File: config.mk
export PLATFORM = sky130hd
export DESIGN_NAME = fetch_sequencer
export DESIGN_NICKNAME = d
export VERILOG_FILES = /design/src/rtl/fetch_sequencer.sv
export SDC_FILE = /design/constraint.sdc
export NUM_CORES = 1
export LEC_CHECK = 0
export ABC_AREA = 1
export CAP_MARGIN = 20
export CORE_MARGIN = 3
export CORE_UTILIZATION = 37
export CTS_CLUSTER_DIAMETER = 30
export DETAILED_ROUTE_END_ITERATION = 8
export HOLD_SLACK_MARGIN = 0.05
export PLACE_DENSITY_LB_ADDON = 0.25
export SETUP_SLACK_MARGIN = 0.5
export SYNTH_ARGS = -nofsm -noshare
export SYNTH_HDL_FRONTEND = slang
export SYNTH_SLANG_ARGS = --single-unit
File: constraint.sdc
create_clock -name clk -period 1.25 [get_ports clk]
set_input_delay 0.25 -clock clk [delete_from_list [all_inputs] [get_ports clk]]
set_output_delay 0.25 -clock clk [all_outputs]
set_load 0.1 [all_outputs]
File: src/rtl/fetch_sequencer.sv
// ---------------------------------------------------------------------------
// fetch_sequencer
//
// Front-end sequencer that owns all PC sequencing for an external `pc`
// register (which loads `next_pc` unconditionally on every rising edge).
// It fetches the instruction at `pc` over a req/ack memory handshake, holds
// it for the decoder behind a valid/ready handshake, and then advances the
// PC: increment, branch redirect, hold, or reset vector.
//
// Parameters
//   BITS          datapath / address width
//   RESET_PC      address driven onto next_pc while rst is high
//
// Ports
//   clk           rising-edge clock, shared with the pc register
//   rst           synchronous, active-high reset
//   pc            current program counter
//   next_pc       value pc loads on the next edge (combinational)
//   mem_req       instruction read request (FETCH state)
//   mem_addr      read address, always equal to pc
//   mem_ack       memory returns mem_data this cycle
//   mem_data      instruction word, valid only with mem_ack
//   instr         registered instruction for the decoder
//   instr_valid   instr holds an unconsumed instruction (HOLD state)
//   instr_ready   decoder accepts instr this cycle
//   branch_taken  redirect on acceptance
//   branch_target redirect address
//   fetch_count   instructions accepted since reset, wraps modulo 2^BITS
// ---------------------------------------------------------------------------
module fetch_sequencer #(
    parameter int                BITS     = 8,
    parameter logic [BITS-1:0]   RESET_PC = '0
) (
    input  logic            clk,
    input  logic            rst,
    input  logic [BITS-1:0] pc,
    output logic [BITS-1:0] next_pc,
    output logic            mem_req,
    output logic [BITS-1:0] mem_addr,
    input  logic            mem_ack,
    input  logic [BITS-1:0] mem_data,
    output logic [BITS-1:0] instr,
    output logic            instr_valid,
    input  logic            instr_ready,
    input  logic            branch_taken,
    input  logic [BITS-1:0] branch_target,
    output logic [BITS-1:0] fetch_count
);

    typedef enum logic {
        FETCH = 1'b0,
        HOLD  = 1'b1
    } state_t;

    state_t state;

    // Modulo-2^BITS increment; the carry out of the top bit is dropped so
    // the all-ones address rolls over to zero.
    function automatic logic [BITS-1:0] wrap_inc(input logic [BITS-1:0] v);
        logic [BITS:0] sum;
        sum      = {1'b0, v} + {{BITS{1'b0}}, 1'b1};
        wrap_inc = sum[BITS-1:0];
    endfunction

    logic accept;
    assign accept = (state == HOLD) && instr_ready;

    // Control, instruction capture and acceptance counter. Reset overrides
    // any ack or acceptance arriving in the same cycle.
    always_ff @(posedge clk) begin
        if (rst) begin
            state       <= FETCH;
            instr       <= '0;
            fetch_count <= '0;
        end else begin
            case (state)
                FETCH: begin
                    if (mem_ack) begin
                        instr <= mem_data;
                        state <= HOLD;
                    end
                end
                HOLD: begin
                    if (instr_ready) begin
                        fetch_count <= wrap_inc(fetch_count);
                        state       <= FETCH;
                    end
                end
                default: state <= FETCH;
            endcase
        end
    end

    // The handshake outputs are decoded from the registered state; rst masks
    // them so that a reset cycle never shows a request or a valid word.
    assign mem_req     = (state == FETCH) && !rst;
    assign instr_valid = (state == HOLD)  && !rst;

    // pc only moves on acceptance, so the address presented while a request
    // is outstanding is stable by construction.
    assign mem_addr = pc;

    always_comb begin
        next_pc = pc;
        if (rst) begin
            next_pc = RESET_PC;
        end else if (accept) begin
            next_pc = branch_taken ? branch_target : wrap_inc(pc);
        end
    end

endmodule
==> qor.csv, run 1 <==
metric,value,unit
post_cts resized,93,
clock tree sinks,17,
overall die width,59.71,um
num ports,63,
row cnt,18,
#FFs+latches synth,17,
tool error,"[ERROR DPL-0038] Utilization greater than 100%, impossible to legalize",
outcome,stopped before the end,
Cells after Synth,168,
Mapped Nets,199,
Syn. warnings,0,
number of buffers added on ports,62,
GPL Wtd Cong,0.9081,
Starting Density,40.85,%
hold buffers post-CTS,0,
Synth Cell Area,1067,um2
clk buf depth,2,
Halt Stage,clock tree synthesis,
Die Y,59.71,um
CTS Buf Count,3,
Post-DP HPWL,3.679,mm
Setup Buffers After CTS,12,
Root Driver,clkbuf_4,
H-Tree Depth,1,
Avg Inst Size Synth,6.353,um2
"Seq/Total Area, Yosys",31.89,%
library cells used by synthesis,22,
through the flow:
step / instances / instance area, um2 / setup TNS (ns) / setup WS [ns]
floorplan: 168 / 1386 / -2.185 / -0.2639
global placement: 271 / 2420 / -8.883 / -0.6574
detailed placement: 271 / 2420 / -10.42 / -0.7594
synthesized netlist by cell type:
master,count,area share (%)
inv_1,16,5.6
a211oi_1,1,0.70
dfxtp_1,17,32
ha_1,2,2.3
a21oi_1,14,6.6
clkbuf_1,1,0.35
nor2_2,1,0.59
nand2_1,26,9.1
nor2_1,39,14
nand3_1,8,3.8
buf_1,1,0.35
nand2_2,1,0.59
buf_4,9,6.3
inv_2,1,0.35
o21bai_1,3,2.1
o21ai_0,21,9.8
nor3_4,1,1.5
o21a_1,2,1.4
a21o_1,1,0.70
a31oi_1,1,0.59
buf_6,1,1.1
buf_2,1,0.47
cell families after synthesis:
family | Yosys count | share of synthesized area (%)
buffers and inverters | 30 | 14.54
DFF | 17 | 31.89
and+or+nand+nor | 76 | 29.31
adders and majority gates | 2 | 2.344
AOI/OAI and AO/OA | 43 | 21.92
==> inputs of run 2 (changes only) <==
Settings changed: CORE_UTILIZATION 37 to 25, CTS_CLUSTER_DIAMETER 30 to default, HOLD_SLACK_MARGIN 0.05 to default, PLACE_DENSITY_LB_ADDON 0.25 to 0.15, SETUP_SLACK_MARGIN 0.5 to default.
==> qor.csv, run 2 <==
metric,value,unit,change
outcome,"finished, violations left",,was stopped before the end
failing checks,negative setup slack,,
clock tree sinks,17,,unchanged
Hold Path Cell Cnt,2,,
share of cells above drive strength 1,55.69,%,
Seq pwr share,27.3,%,
global route overflow,0,,
clk slew on worst S/H paths,0.06,ns,
first-pass GRT wire length,6.168,mm,
Total GRT Usage,14.98,%,
final setup fails,12,,
Post-synth EDFFs,0,,unchanged
Ant. Diodes,0,,
H-Tree Depth,1,,unchanged
drt first pass iters,4,,
Fin. Hold Viols,0,,
"count leader, synth",nor2_1,,unchanged
HP Start,fetch_count[6]$_SDFFE_PP0N_,,
MaxCap Viol Count,0,,
Worst EP required,1.00,ns,
"Net count, final",287,,
post-synthesis simple-gate area fraction,29.31,%,unchanged
r2r startpoint,state$_SDFF_PP0_,,
share of the synthesized area in the top cell type,31.89,%,unchanged
library cells used by synthesis,22,,unchanged
DRT iter0 DRCs,46,,
Reg2Reg Capture Point,fetch_count[5]$_SDFFE_PP0N_,,
Post-DP HPWL,2.818,mm,was 3.679 mm
Residual DRC,0,,
Layout area overhead,151.9,%,
Cells after Synth,168,,unchanged
core area,4058,um2,
Final Critical Period,1.625,ns,
Die Y,71.34,um,was 59.71 um
critical path's slowest cell,o21bai_1,,
CTS Buf Count,3,,unchanged
num ports,63,,unchanged
Placed Instances,293,,was 271
Synth Area in XOR/XNOR,0,%,unchanged
max-slew violations,0,,
antenna violations before repair,0,,
row cnt,23,,was 18
worst setup margin,-0.3746,ns,
largest family of logic cells by synthesized area,simple AND/OR/NAND/NOR gates,,unchanged
Antenna Nets Post-Route,0,,
Avg Inst Size Synth,6.353,um2,unchanged
Post-Synth Adder-Cell Area,2.345,%,unchanged
internal reg-to-reg setup slack,-0.09,ns,
Post-synth top cells,"nor2_1, nand2_1, o21ai_0",,unchanged
clock skew,0.003808,ns,
WL/cell,12.04,um,
Synth Cell Area,1067,um2,unchanged
R2R depth,8,,
worst path arrival time,1.37,ns,
Root Driver,clkbuf_8,,was clkbuf_4
overall die width,71.34,um,was 59.71 um
via/cell ratio,4.561,,
CTS tree,yes,,
number of buffers added on ports,62,,unchanged
Clock Latency Late Sink,0.25,ns,
post-synthesis mux area share,0,%,unchanged
routed vias,1391,,
"commonest non-fill, non-tap cell in the layout",buf_12,,
pin count of the biggest net entering global routing,16,,
Hold Path Class,reg -> reg,,
#FFs+latches synth,17,,unchanged
Starting Density,26.30,%,was 40.85%
"FFs w/ async S/R, synth",0,%,unchanged
Peak VDD IR,0.0006421,V,
CP cell instances,"buf_6, buf_12, buf_4, nand3_1, o21bai_1, nand3_2, a21oi_4, buf_12",,
Non-Filler Instances,305,,
Syn. warnings,0,,unchanged
RSZ-0062 raised after global routing,yes,,
GPL Wtd Cong,0.7112,,was 0.9081
power after layout,2.188,mW,
worst slew pin tran,0.2465,ns,
Compound-Gate Fraction of Synth Area,21.92,%,unchanged
Max-slew headroom,83.57,%,
final worst path period share,130.0,%,
Mapped Nets,199,,unchanged
Int Pwr,1.256,mW,
cell taking the most area after synthesis,dfxtp_1,,unchanged
biggest regs,"fetch_count (8), instr (8), state (1)",,
part of the power in the clock network,18.6,%,
switching portion of total power,42.59,%,
sw power,931.9,uW,
Critical Path Source Type,input pin,,
ys flop type,dfxtp_1,,unchanged
Comb pwr share,54.2,%,
critical path type,in -> out,,
CP Max Fanout,3,,
cell mode on critical path,buf_12,,
die area,5089,um2,
Pleak,1.105,nW,
Power Density,813.8,nW/um2,
"commonest non-fill, non-tap cells in the layout","buf_12, nor2_1, buf_4, nand2_1, clkdlybuf4s50_1",,
"Largest stage delay, worst path",0.21,ns,
"Seq/Total Area, Yosys",31.89,%,unchanged
f_max,615.6,MHz,
crit path capture type,primary output,,
largest cells by area after synthesis,"dfxtp_1, nor2_1, o21ai_0",,unchanged
number of global-route vias before repair,1367,,
Post-Route WL,3.671,mm,
clk buf depth,2,,unchanged
hold buffers post-CTS,0,,unchanged
hold worst-path end,fetch_count[6]$_SDFFE_PP0N_,,
## run 2: metrics by stage
stage	setup WS [ns]	TNS [ns]	util [%]	hold slack (ns)	instance area, um2
2_1_floorplan	-0.2639	-2.184	-	0.3187	1334
3_3_place_gp	-0.7144	-10.26	60.38	0.5025	2450
3_5_place_dp	-0.7384	-10.54	60.38	0.4971	2450
4_1_cts	-0.3266	-2.525	65.22	0.5087	2646
5_1_grt	-0.4333	-3.585	66.27	0.5267	2689
6_report	-0.3746	-2.801	66.27	0.5072	2689
## run 2: power groups by stage
stage                     logic [mW]  clock network [mW]  registers [mW]
after floorplan                0.489                   0           0.781
after global placement          1.12                   0           0.607
after detailed placement        1.13                   0           0.609
after CTS                       1.18               0.426           0.597
after global routing            1.23               0.458           0.600
final                           1.19               0.407           0.597
## run 2: layout make-up
cell class | count | area, um2
inverters | 17 | 80.08
well taps | 50 | 62.56
clock buffers | 4 | 45.04
repair inverters | 1 | 11.26
fillers | 308 | 1369
repair buffers | 95 | 1235
multi-input cells | 121 | 873.3
flip-flops and latches | 17 | 381.6
## run 2: worst max-delay path, delay by kind of cell
kind / cells / cell delay [ns]
and+or+nand+nor: 2 / 0.26
buffers and inverters: 4 / 0.45
AOI/OAI and AO/OA: 2 / 0.40
## run 2: per-layer routing
layer / vias to the layer above / GRT usage (%) / part of all wire, %
li1: 709 / - / -
met1: 636 / 16.78 / 41
met2: 41 / 26.63 / 51
met3: 5 / 4.348 / 7.2
met4: 0 / 5.637 / 1.5
met5: - / 0 / 0
## run 2: cell families (layout without fill, tap and decap cells)
| family | count (synthesis) | after routing |
|---|---|---|
| AOI/OAI and AO/OA | 43 | 43 |
| adders and majority gates | 2 | 2 |
| buffers and inverters | 30 | 117 |
| and+or+nand+nor | 76 | 76 |
| DFF | 17 | 17 |
## run 2: repair_timing
| item | 4_1_cts | 5_1_grt |
|---|---|---|
| pin swaps | 13 | 5 |
| gates resized for setup | 53 | 14 |
| endpoints found under the setup margin | 23 | 12 |
| cloned | 1 | 0 |
| buffers inserted | 5 | 2 |
## run 2: worst max-delay path by stage
stage	start	endpoint	cells past startpoint
floorplan	pc[0]	next_pc[6]	6
global route	pc[0]	next_pc[5]	8
global placement	pc[0]	next_pc[4]	10
detailed placement	pc[0]	next_pc[7]	9
CTS	pc[0]	next_pc[4]	10
finish	pc[0]	next_pc[5]	8
No activity file was read; power rests on OpenSTA's default activity.
==> inputs of run 3 (changes only) <==
Settings changed: CAP_MARGIN 20 to 40, CORE_MARGIN 3 to 4.
==> qor.csv, run 3 (same netlist as run 2, synthesis figures left out) <==
metric,value,unit,change
outcome,"finished, violations left",,unchanged
failing checks,negative setup slack,,unchanged
drt first pass iters,4,,unchanged
RSZ-0062 raised after global routing,yes,,unchanged
final worst path period share,122.4,%,was 130.0%
Hold Path Class,reg -> reg,,unchanged
clock tree sinks,17,,unchanged
die area,5379,um2,was 5089 um2
"commonest non-fill, non-tap cells in the layout","buf_12, nor2_1, buf_4, nand2_1, clkdlybuf4s50_1",,unchanged
crit path capture type,primary output,,unchanged
share of cells above drive strength 1,53.33,%,was 55.69%
num ports,63,,unchanged
"delay-heaviest family, CP",flip-flops,,was buffers and inverters
CTS tree,yes,,unchanged
Placed Instances,294,,was 293
"commonest non-fill, non-tap cell in the layout",buf_12,,unchanged
setup TNS,-2.157,ns,was -2.801 ns
clk buf depth,2,,unchanged
cell mode on critical path,buf_12,,unchanged
number of global-route vias before repair,1402,,was 1367
number of buffers added on ports,62,,unchanged
power after layout,2.142,mW,was 2.188 mW
Residual DRC,0,,unchanged
H-Tree Depth,1,,unchanged
Post-Route WL,3.649,mm,was 3.671 mm
Starting Density,26.30,%,unchanged
Worst EP required,1.00,ns,about the same
Power Density,824.7,nW/um2,was 813.8 nW/um2
Ant. Diodes,0,,unchanged
Peak VDD IR,0.0007079,V,was 0.0006421 V
global route overflow,0,,unchanged
"Largest stage delay, worst path",0.36,ns,was 0.21 ns
Root Driver,clkbuf_8,,unchanged
routed vias,1377,,was 1391
clock skew,0.001893,ns,was 0.003808 ns
Antenna Nets Post-Route,0,,unchanged
Total GRT Usage,14.19,%,was 14.98%
first-pass GRT wire length,6.141,mm,was 6.168 mm
GPL Wtd Cong,0.7557,,was 0.7112
Critical Path Source Type,flip-flop,,was input pin
CP Max Fanout,8,,was 3
DRT iter0 DRCs,52,,was 46
Layout area overhead,143.4,%,was 151.9%
worst setup margin,-0.2798,ns,was -0.3746 ns
overall die width,73.34,um,was 71.34 um
Non-Filler Instances,305,,unchanged
final setup fails,10,,was 12
Clock Latency Late Sink,0.24,ns,was 0.25 ns
worst slew pin tran,0.3105,ns,was 0.2465 ns
Fin. Hold Viols,0,,unchanged
CP cell instances,"nand2_8, inv_12, buf_12, o21a_1, nor2_4, buf_12",,"was buf_6, buf_12, buf_4, nand3_1, o21bai_1, nand3_2, a21oi_4, buf_12"
MaxCap Viol Count,0,,unchanged
Die Y,73.34,um,was 71.34 um
WP buf/inv,3,,was 4
critical path's slowest cell,dfxtp_4,,was o21bai_1
Pleak,1.065,nW,was 1.105 nW
clk slew on worst S/H paths,0.06,ns,about the same
via/cell ratio,4.515,,was 4.561
"Net count, final",287,,unchanged
worst path arrival time,1.28,ns,was 1.37 ns
Final Critical Period,1.530,ns,was 1.625 ns
antenna violations before repair,0,,unchanged
WL/cell,11.96,um,was 12.04 um
row cnt,23,,unchanged
f_max,653.7,MHz,was 615.6 MHz
Max-slew headroom,79.08,%,was 83.57%
biggest regs,"fetch_count (8), instr (8), state (1)",,unchanged
CTS Buf Count,3,,unchanged
hold buffers post-CTS,0,,unchanged
pin count of the biggest net entering global routing,16,,unchanged
max-slew violations,0,,unchanged
critical path type,reg -> out,,was in -> out
core area,4058,um2,unchanged
Post-DP HPWL,2.805,mm,was 2.818 mm
[run 3: path summary, 6_finish.rpt]
| kind | start | endpoint | slack [ns] | cells past startpoint |
|---|---|---|---|---|
| max reg2reg | state$_SDFF_PP0_ | fetch_count[5]$_SDFFE_PP0N_ | 0.04 | 7 |
| max | state$_SDFF_PP0_ | next_pc[4] | -0.28 | 6 |
| min reg2reg | fetch_count[6]$_SDFFE_PP0N_ | fetch_count[6]$_SDFFE_PP0N_ | 0.50 | 2 |
| min | fetch_count[6]$_SDFFE_PP0N_ | fetch_count[6]$_SDFFE_PP0N_ | 0.50 | 2 |
[run 3: worst reg2reg max path, stage by stage (launching register included)]
cell and delay, ns:
dfxtp_4 0.37, buf_4 0.14, nand3_1 0.15, nor2_4 0.18, nand2_2 0.08, o21bai_1 0.12
inv_1 0.05, nor2_1 0.07
[run 3: repair_timing]
action / CTS / global route
gates resized for setup: 45 / 10
gates cloned: 2 / 0
endpoints found under the setup margin: 33 / 12
pin swaps: 9 / 8
buffers inserted: 4 / 1
[run 3: report_power, final]
group	switching, mW	internal (mW)	leakage [nW]
sequential	0.0334	0.563	0.148
combinational	0.703	0.451	0.893
clock	0.167	0.225	0.0228
[run 3: metrics by stage]
step / worst slack (ns) / hold slack (ns) / util [%] / instance area, um2
after floorplan: -0.2639 / 0.3187 / - / 1334
after global placement: -0.6881 / 0.5022 / 60.56 / 2457
after detailed placement: -0.7160 / 0.4939 / 60.56 / 2457
after CTS: -0.3276 / 0.5051 / 63.83 / 2590
after global routing: -0.3540 / 0.5264 / 64.01 / 2597
final: -0.2798 / 0.5003 / 64.01 / 2597
[run 3: area by class of cell]
class,count,area (um2)
well taps,50,62.56
clock buffers,4,45.04
inverters,17,80.08
flip-flops and latches,17,381.6
multi-input cells,121,822.0
repair inverters,2,15.01
fillers,329,1460
repair buffers,94,1191
[run 3: routing by layer]
metal	routed length [um]	global-route usage [%]
met1	1356	15.45
met2	1867	26.22
met3	347	3.694
met4	78	5.030
met5	0	0
